### src/rtl/network_sequencer.sv
// Sequences NUM_LAYERS layer controllers through start/done handshakes, muxes the active
// layer's weight-ROM address onto the shared ROM, then scans the final-layer outputs for the argmax.
module network_sequencer #(
   parameter int NUM_LAYERS  = 3,
   parameter int ADDR_W      = 15,
   parameter int NUM_CLASSES = 5,
   parameter int TIMEOUT     = 65535
) (
   input  logic                           clk,
   input  logic                           reset,
   input  logic                           run,
   output logic [NUM_LAYERS-1:0]          layer_start,
   input  logic [NUM_LAYERS-1:0]          layer_done,
   input  logic [NUM_LAYERS*ADDR_W-1:0]   layer_addr,
   output logic [ADDR_W-1:0]              rom_addr,
   input  logic [NUM_CLASSES*32-1:0]      class_in,
   output logic [$clog2(NUM_LAYERS):0]    active_layer,
   output logic                           busy,
   output logic                           result_valid,
   output logic [$clog2(NUM_CLASSES)-1:0] class_idx,
   output logic [31:0]                    class_score,
   output logic                           error
);
   localparam int K_W   = $clog2(NUM_LAYERS) + 1;
   localparam int IDX_W = $clog2(NUM_CLASSES);
   localparam int WD_W  = (TIMEOUT > 2) ? $clog2(TIMEOUT) : 1;
   localparam logic [WD_W-1:0]  WD_LAST  = WD_W'((TIMEOUT > 0) ? TIMEOUT - 1 : 0);
   localparam logic [K_W-1:0]   K_LAST   = K_W'(NUM_LAYERS - 1);
   localparam logic [IDX_W-1:0] CNT_LAST = IDX_W'(NUM_CLASSES - 1);

   typedef enum logic [2:0] {S_IDLE, S_START, S_RELEASE, S_ARGMAX, S_RESULT, S_ERR} state_t;

   state_t                 state_reg, state_next;
   logic [K_W-1:0]         k_reg, k_next;
   logic [WD_W-1:0]        wdog_reg, wdog_next;
   logic [IDX_W-1:0]       cnt_reg, cnt_next;
   logic [IDX_W-1:0]       bidx_reg, bidx_next;
   logic [IDX_W-1:0]       class_idx_reg, class_idx_next;
   logic signed [31:0]     best_reg, best_next;
   logic [31:0]            class_score_reg, class_score_next;
   logic [NUM_LAYERS-1:0]  layer_start_reg, layer_start_next;

   logic [ADDR_W-1:0]      addr_arr [NUM_LAYERS];
   logic signed [31:0]     class_arr [NUM_CLASSES];
   logic [ADDR_W-1:0]      sel_addr;
   logic                   sel_done;
   logic signed [31:0]     sel_class;
   logic                   upd;
   logic                   wdog_hit;
   logic                   in_layer;

   generate
      for (genvar gi = 0; gi < NUM_LAYERS; gi++) begin : g_addr
         assign addr_arr[gi] = layer_addr[gi*ADDR_W +: ADDR_W];
      end
      for (genvar gi = 0; gi < NUM_CLASSES; gi++) begin : g_class
         assign class_arr[gi] = class_in[gi*32 +: 32];
      end
   endgenerate

   // Only the active layer's done and address matter; other layers are ignored.
   always_comb begin
      sel_addr = '0;
      sel_done = 1'b0;
      for (int i = 0; i < NUM_LAYERS; i++) begin
         if (k_reg == K_W'(i)) begin
            sel_addr = addr_arr[i];
            sel_done = layer_done[i];
         end
      end
   end

   always_comb begin
      sel_class = class_arr[0];
      for (int i = 1; i < NUM_CLASSES; i++) begin
         if (cnt_reg == IDX_W'(i)) sel_class = class_arr[i];
      end
   end

   // Strict greater-than so ties keep the lower index.
   assign upd      = sel_class > best_reg;
   assign wdog_hit = (TIMEOUT != 0) && (wdog_reg == WD_LAST);

   always_comb begin
      state_next       = state_reg;
      k_next           = k_reg;
      wdog_next        = wdog_reg;
      cnt_next         = cnt_reg;
      best_next        = best_reg;
      bidx_next        = bidx_reg;
      class_idx_next   = class_idx_reg;
      class_score_next = class_score_reg;
      case (state_reg)
         S_IDLE: begin
            if (run) begin
               state_next = S_START;
               k_next     = '0;
               wdog_next  = '0;
            end
         end
         S_START: begin
            if (sel_done) begin
               state_next = S_RELEASE;
               wdog_next  = '0;
            end else if (wdog_hit) begin
               state_next = S_ERR;
            end else begin
               wdog_next = wdog_reg + WD_W'(1);
            end
         end
         S_RELEASE: begin
            if (!sel_done) begin
               wdog_next = '0;
               if (k_reg == K_LAST) begin
                  state_next = S_ARGMAX;
                  best_next  = class_arr[0];
                  bidx_next  = '0;
                  cnt_next   = IDX_W'(1);
               end else begin
                  state_next = S_START;
                  k_next     = k_reg + K_W'(1);
               end
            end else if (wdog_hit) begin
               state_next = S_ERR;
            end else begin
               wdog_next = wdog_reg + WD_W'(1);
            end
         end
         S_ARGMAX: begin
            if (upd) begin
               best_next = sel_class;
               bidx_next = cnt_reg;
            end
            if (cnt_reg == CNT_LAST) begin
               state_next       = S_RESULT;
               class_idx_next   = bidx_next;
               class_score_next = best_next;
            end else begin
               cnt_next = cnt_reg + IDX_W'(1);
            end
         end
         S_RESULT, S_ERR: begin
            if (!run) state_next = S_IDLE;
         end
         default: state_next = S_IDLE;
      endcase
   end

   always_comb begin
      layer_start_next = '0;
      for (int i = 0; i < NUM_LAYERS; i++) begin
         layer_start_next[i] = (state_next == S_START) && (k_next == K_W'(i));
      end
   end

   always_ff @(posedge clk) begin
      if (reset) begin
         state_reg       <= S_IDLE;
         k_reg           <= '0;
         wdog_reg        <= '0;
         cnt_reg         <= '0;
         best_reg        <= '0;
         bidx_reg        <= '0;
         class_idx_reg   <= '0;
         class_score_reg <= '0;
         layer_start_reg <= '0;
      end else begin
         state_reg       <= state_next;
         k_reg           <= k_next;
         wdog_reg        <= wdog_next;
         cnt_reg         <= cnt_next;
         best_reg        <= best_next;
         bidx_reg        <= bidx_next;
         class_idx_reg   <= class_idx_next;
         class_score_reg <= class_score_next;
         layer_start_reg <= layer_start_next;
      end
   end

   // The ROM path stays combinational so layers see no extra read latency.
   assign in_layer     = (state_reg == S_START) || (state_reg == S_RELEASE);
   assign rom_addr     = in_layer ? sel_addr : '0;
   assign active_layer = in_layer ? k_reg : '0;
   assign layer_start  = layer_start_reg;
   assign busy         = state_reg != S_IDLE;
   assign result_valid = state_reg == S_RESULT;
   assign error        = state_reg == S_ERR;
   assign class_idx    = class_idx_reg;
   assign class_score  = class_score_reg;

endmodule

### config.mk
export PLATFORM = sky130hd
export DESIGN_NAME = network_sequencer
export DESIGN_NICKNAME = d
export VERILOG_FILES = /design/src/rtl/network_sequencer.sv
export SDC_FILE = /design/constraint.sdc
export NUM_CORES = 1
export LEC_CHECK = 0
export BUFFER_PORTS_ARGS = -buffer_cell sky130_fd_sc_hd__buf_2
export CORE_ASPECT_RATIO = 0.7
export CORE_MARGIN = 4
export CORE_UTILIZATION = 35
export DETAILED_ROUTE_END_ITERATION = 10
export GPL_ROUTABILITY_DRIVEN = 0
export MAX_ROUTING_LAYER = met4
export PLACE_DENSITY = 0.65
export SYNTH_ARGS = -nofsm -noshare
export SYNTH_HDL_FRONTEND = slang
export SYNTH_SLANG_ARGS = --single-unit
export TNS_END_PERCENT = 100
### constraint.sdc
create_clock -name clk -period 9.6 [get_ports clk]
set_input_delay 1.92 -clock clk [delete_from_list [all_inputs] [get_ports clk]]
set_output_delay 1.92 -clock clk [all_outputs]
set_load 0.05 [all_outputs]
==> results of run 1 <==
## path summary, 6_finish.rpt
kind	startpoint	to	slack (ns)	cells past startpoint
max	cnt_reg[1]	best_reg[28]	3.95	15
min reg2reg	class_idx[2]	class_idx[2]	0.50	2
max reg2reg	cnt_reg[1]	best_reg[28]	3.95	15
min	class_idx[2]	class_idx[2]	0.50	2
## report_power, final
group          switching [mW]  internal, mW  leakage (nW)
clock network           0.166         0.236         0.155
logic                   0.149        0.0857          3.20
registers             0.00578         0.412         0.791
## layer usage
metal	global-route usage, %	vias to the layer above	share of wire, %
li1	-	4186	-
met1	29.7	3969	47
met2	32.0	311	44
met3	4.12	22	7.4
met4	3.69	0	1.1
met5	-	-	0
## cell type report
cell class	instances	area (µm²)
fillers	2188	11700
multi-input cells	773	5090
flip-flops and latches	98	1960
repair buffers	281	1440
well taps	276	345
clock buffers	10	239
inverters	42	158
clock inverters	6	88.8
diodes	1	2.50
## logic make-up after synthesis
logic type               synth area share [%]
XOR/XNOR                                 1.38
buffers and inverters                    7.95
multiplexers                             4.50
AO/OA/AOI/OAI                            29.6
adder cells (fa/ha/maj)                  7.07
AND/OR/NAND/NOR                          23.7
flip-flops                               25.8
## cell usage in the layout (no fill, tap or decap), types with 5 or more instances in the layout
cell type,count
a311oi_1,32
a211o_1,47
clkbuf_16,9
o311a_1,31
o211ai_1,33
mux2i_1,32
ha_1,42
buf_2,269
buf_4,12
nand2_1,69
dfxtp_1,98
a211oi_1,6
nor4_1,36
nand4_1,11
and3_1,5
and4_1,6
a22oi_1,15
xor2_1,9
nor2_1,189
or3_1,6
a21oi_1,39
nor3_1,27
inv_1,41
a31oi_1,35
o21ai_0,11
o311ai_0,16
nand3_1,18
## critical path: stages, from the launching register on
cell and delay, ns:
dfxtp_1 0.44, inv_1 0.10, ha_1 0.21, nand2b_2 0.48, buf_4 0.44, mux2i_1 0.37, a211o_1 0.17, a31oi_1 0.15
ha_1 0.45, nand3_1 0.17, nor4_1 0.76, nand3_1 0.26, o21ai_4 0.11, or2_2 0.51, buf_4 0.57, a311oi_1 0.20
## stage by stage
stage	util, %	setup slack [ns]	cells
final	44.3	3.95	1487
after global routing	44.3	3.60	1487
after CTS	44.3	3.95	1486
after detailed placement	42.8	3.71	1470
after global placement	42.8	3.72	1470
after floorplan	-	4.88	1013
==> impl_metrics.yaml, run 1 <==
outcome:
  status: "finished, final reports clean"
clock_network:
  cts.repair.resized: 0
  clk_latency_ns: 0.34
  postCtsHoldBufs: 0
  clk_pin_slew_ns: 0.07
  post_cts_buffers: 0
  cts_inserted_buffers: 9
  ctsLongestPathBuffers: 2
  cts_root_buffer: "clkbuf_16"
  htree_levels: 3
  cts_sinks: 98
  cts_tree: "yes"
timing:
  timing.final.crit_share_pct: 58.9
  worst_slew_pin_slew_ns: 1.17
  holdWs_ns: 0.504
  setup-tns-final_ns: 0
  rsz0062_at_grt: "false"
  skew_ns: 0.0120
  finalHoldViolCount: 0
  drv_slew: 0
  maxSlewHeadroom_pct: 21.8
  min_period_ns: 5.65
  setup_violations: 0
  max_freq_ghz: 0.177
floorplanning:
  die_x_um: 184
  initial_core_util_pct: 36.2
  row_count: 44
  core-area_mm2: 0.0210
  io_pins: 270
  fp.dieH_um: 131
  die-area_mm2: 0.0242
routing:
  via_per_inst: 5.71
  route.vias.total: 8488
  drcViolationCount: 0
  firstDrtPassIters: 5
  ant_nets: 0
  wirelength_um: 26400
  wl_per_cell_um: 17.7
  drt_first_iter_violations: 644
synthesis:
  yosysTopAreaCell: "dfxtp_1"
  synth_edf_count: 0
  yosys_warnings: 0
  yosysMostFrequentCell: "nor2_1"
  syn-num-nets: 1267
  syn_area_per_cell_um2: 7.52
  synth.distinct_cells: 60
  synthArstFlopShare_pct: 0
  ys_ff_latch: 98
  synth_common_cells: "nor2_1, dfxtp_1, clkbuf_1"
  synth_top_area_share_pct: 25.8
  syn_inst: 1013
  synthesis.area_mm2: 0.00761
  synthTopCellsByArea: "dfxtp_1, nor2_1, ha_1, a211o_1, mux2i_1"
  synthFlopType: "dfxtp_1"
  ys_seq_area_share_pct: 25.8
hold_path:
  min-delay-path-class: "reg -> reg"
placement:
  placed_area_mm2: 0.00899
  hpwl_um: 18300
  io_buffers: 269
power:
  total_power_mw: 1.05
  power.density_mw_per_mm2: 113
  leakagePower_nw: 4.14
  peakVddDrop_mv: 0.0860
global_routing:
  grt_usage_pct: 21.1
  grt_max_degree: 70
  antenna_found_initial: 1
  grt_overflow: 0
  grt_pass1_vias: 7847
  grt_pass1_wl_um: 41700
critical_path:
  cp_data_arrival_time_ns: 5.83
  setup.worst_path.start_class: "register"
  crit_fanout: 44
  criticalPathCategory: "reg -> reg"
  cp.required_ns: 9.77
  critPathCaptureType: "register"
final_layout:
  drive_above_1_share_pct: 26.4
  syn2layout_area_growth_pct: 22.4
  nets: 1459
  final_area_mm2: 0.00932
run:
  drv_cap: 0
Power figures use the tool's default switching activity.
==> run 2: changes to the inputs <==
Settings changed: PLACE_DENSITY 0.65 to 0.67.
Clock period 9.6 ns to 5.2 ns, I/O delays scaled along.
==> impl_metrics.yaml, run 2 (synthesized netlist as in run 1, its figures left out) <==
clock_network:
  clk_pin_slew_ns: 0.07
  ctsLongestPathBuffers: 2
  cts_tree: "yes"
  cts.repair.resized: 0
  cts_sinks: 98
  htree_levels: 3
  cts_inserted_buffers: 9
  post_cts_buffers: 0
  clk_latency_ns: 0.34
  cts_root_buffer: "clkbuf_16"
  postCtsHoldBufs: 0
critical_path:
  critPathCaptureType: "register"
  cp.required_ns: 5.42
  cp_data_arrival_time_ns: 4.85
  r2r_cells: 14
  crit_fanout: 35
  r2r_start: "cnt_reg[0]"
  rrSetupSlack_ns: 0.58
  criticalPathCategory: "reg -> reg"
  setup.worst_path.start_class: "register"
  rr_endpoint: "class_score[1]"
timing:
  timing.final.crit_share_pct: 88.9
  worst_slew_pin_slew_ns: 1.13
  setup_violations: 0
  finalHoldViolCount: 0
  setup-tns-final_ns: 0
  holdWs_ns: 0.502
  min_period_ns: 4.62
  drv_slew: 0
  max_freq_ghz: 0.216
  maxSlewHeadroom_pct: 24.4
  skew_ns: 0.00975
  setup_ws_ns: 0.576
  rsz0062_at_grt: "false"
floorplanning:
  die_x_um: 184
  initial_core_util_pct: 36.2
  core-area_mm2: 0.0210
  die-area_mm2: 0.0242
  row_count: 44
  fp.dieH_um: 131
  io_pins: 270
final_layout:
  nets: 1464
  mostFrequentLayoutCells: "buf_2, nor2_1, dfxtp_1"
  final_area_mm2: 0.00940
  drive_above_1_share_pct: 26.7
  diodes: 0
  syn2layout_area_growth_pct: 23.5
  final_common_cell: "buf_2"
routing:
  wl_per_cell_um: 17.7
  wirelength_um: 26400
  via_per_inst: 5.71
  firstDrtPassIters: 6
  drt_first_iter_violations: 671
  ant_nets: 0
  route.vias.total: 8514
  drcViolationCount: 0
power:
  power.density_mw_per_mm2: 206
  total_power_mw: 1.94
  leakagePower_nw: 4.19
  peakVddDrop_mv: 0.163
global_routing:
  busiest_layer: "met2"
  grt_usage_pct: 21.1
  grt_pass1_wl_um: 41500
  grt_overflow: 0
  met2_usage_pct: 32.4
  grt.met1_usage_pct: 29.8
  grt_pass1_vias: 7913
  grt_max_degree: 70
  antenna_found_initial: 0
  grt_use_met3_pct: 3.34
placement:
  placed_area_mm2: 0.00908
  dpl_worst_slack_ns: 0.616
  hpwl_um: 19000
  io_buffers: 269
hold_path:
  min_to: "wdog_reg[8]"
  hold_depth: 2
  hp-start: "wdog_reg[8]"
  min-delay-path-class: "reg -> reg"
outcome:
  status: "finished, final reports clean"
run:
  drv_cap: 0
==> run 2: changes by cell type in the layout (fill, tap and decap cells not counted) <==
cell | before | now
buf_12 | 0 | 4
buf_4 | 12 | 13
clkbuf_1 | 0 | 1
clkinv_2 | 1 | 2
clkinvlp_4 | 2 | 1
diode_2 | 1 | 0
inv_6 | 1 | 0
==> run 2: worst max path at each step <==
stage / from / endpoint / slack (ns) / depth (start not counted)
5_1_grt: cnt_reg[0] / class_idx[1] / 0.22 / 14
2_1_floorplan: cnt_reg[0] / class_score[1] / 1.32 / 18
3_5_place_dp: cnt_reg[0] / class_idx[1] / 0.62 / 14
3_3_place_gp: cnt_reg[0] / class_score[2] / 0.70 / 14
6_report: cnt_reg[0] / class_score[1] / 0.58 / 14
4_1_cts: cnt_reg[0] / class_idx[1] / 0.59 / 14
==> run 2: routing by layer <==
layer  part of all wire, %  vias to the layer above  routed length, µm
met4                  0.75                        0                197
met5                     0                        -                  0
met2                    45                      326              11800
li1                      -                     4196                  -
met1                    47                     3979              12300
met3                   7.6                       13               2010
==> run 2: report_power, final <==
group	total [mW]	internal [mW]	switching [mW]	leakage [nW]
sequential	0.771	0.761	0.0108	0.791
combinational	0.439	0.164	0.274	3.24
clock	0.727	0.434	0.293	0.156
total	1.94	1.36	0.578	4.19
==> run 2: final cells by class <==
type | count | area (µm²)
clock inverters | 5 | 77.6
well taps | 276 | 345
flip-flops and latches | 98 | 1960
inverters | 42 | 158
clock buffers | 11 | 243
fillers | 2154 | 11600
repair buffers | 286 | 1520
multi-input cells | 773 | 5090
==> run 2: worst max-delay path, cell delays in order (launching register included) <==
cell	delay, ns
dfxtp_1	0.45
ha_1	0.20
ha_2	0.73
buf_12	0.27
nand2_1	0.07
a31oi_1	0.38
ha_1	0.21
nand4_1	0.16
nor4_1	0.43
a21bo_2	0.29
o211ai_1	0.19
a21oi_4	0.10
or2_2	0.35
buf_4	0.25
o311a_1	0.37
==> run 2: metrics by stage <==
step / util (%) / instances
3_5_place_dp: 43.2 / 1475
3_3_place_gp: 43.2 / 1475
2_1_floorplan: - / 1013
5_1_grt: 44.7 / 1491
4_1_cts: 44.7 / 1491
6_report: 44.7 / 1491
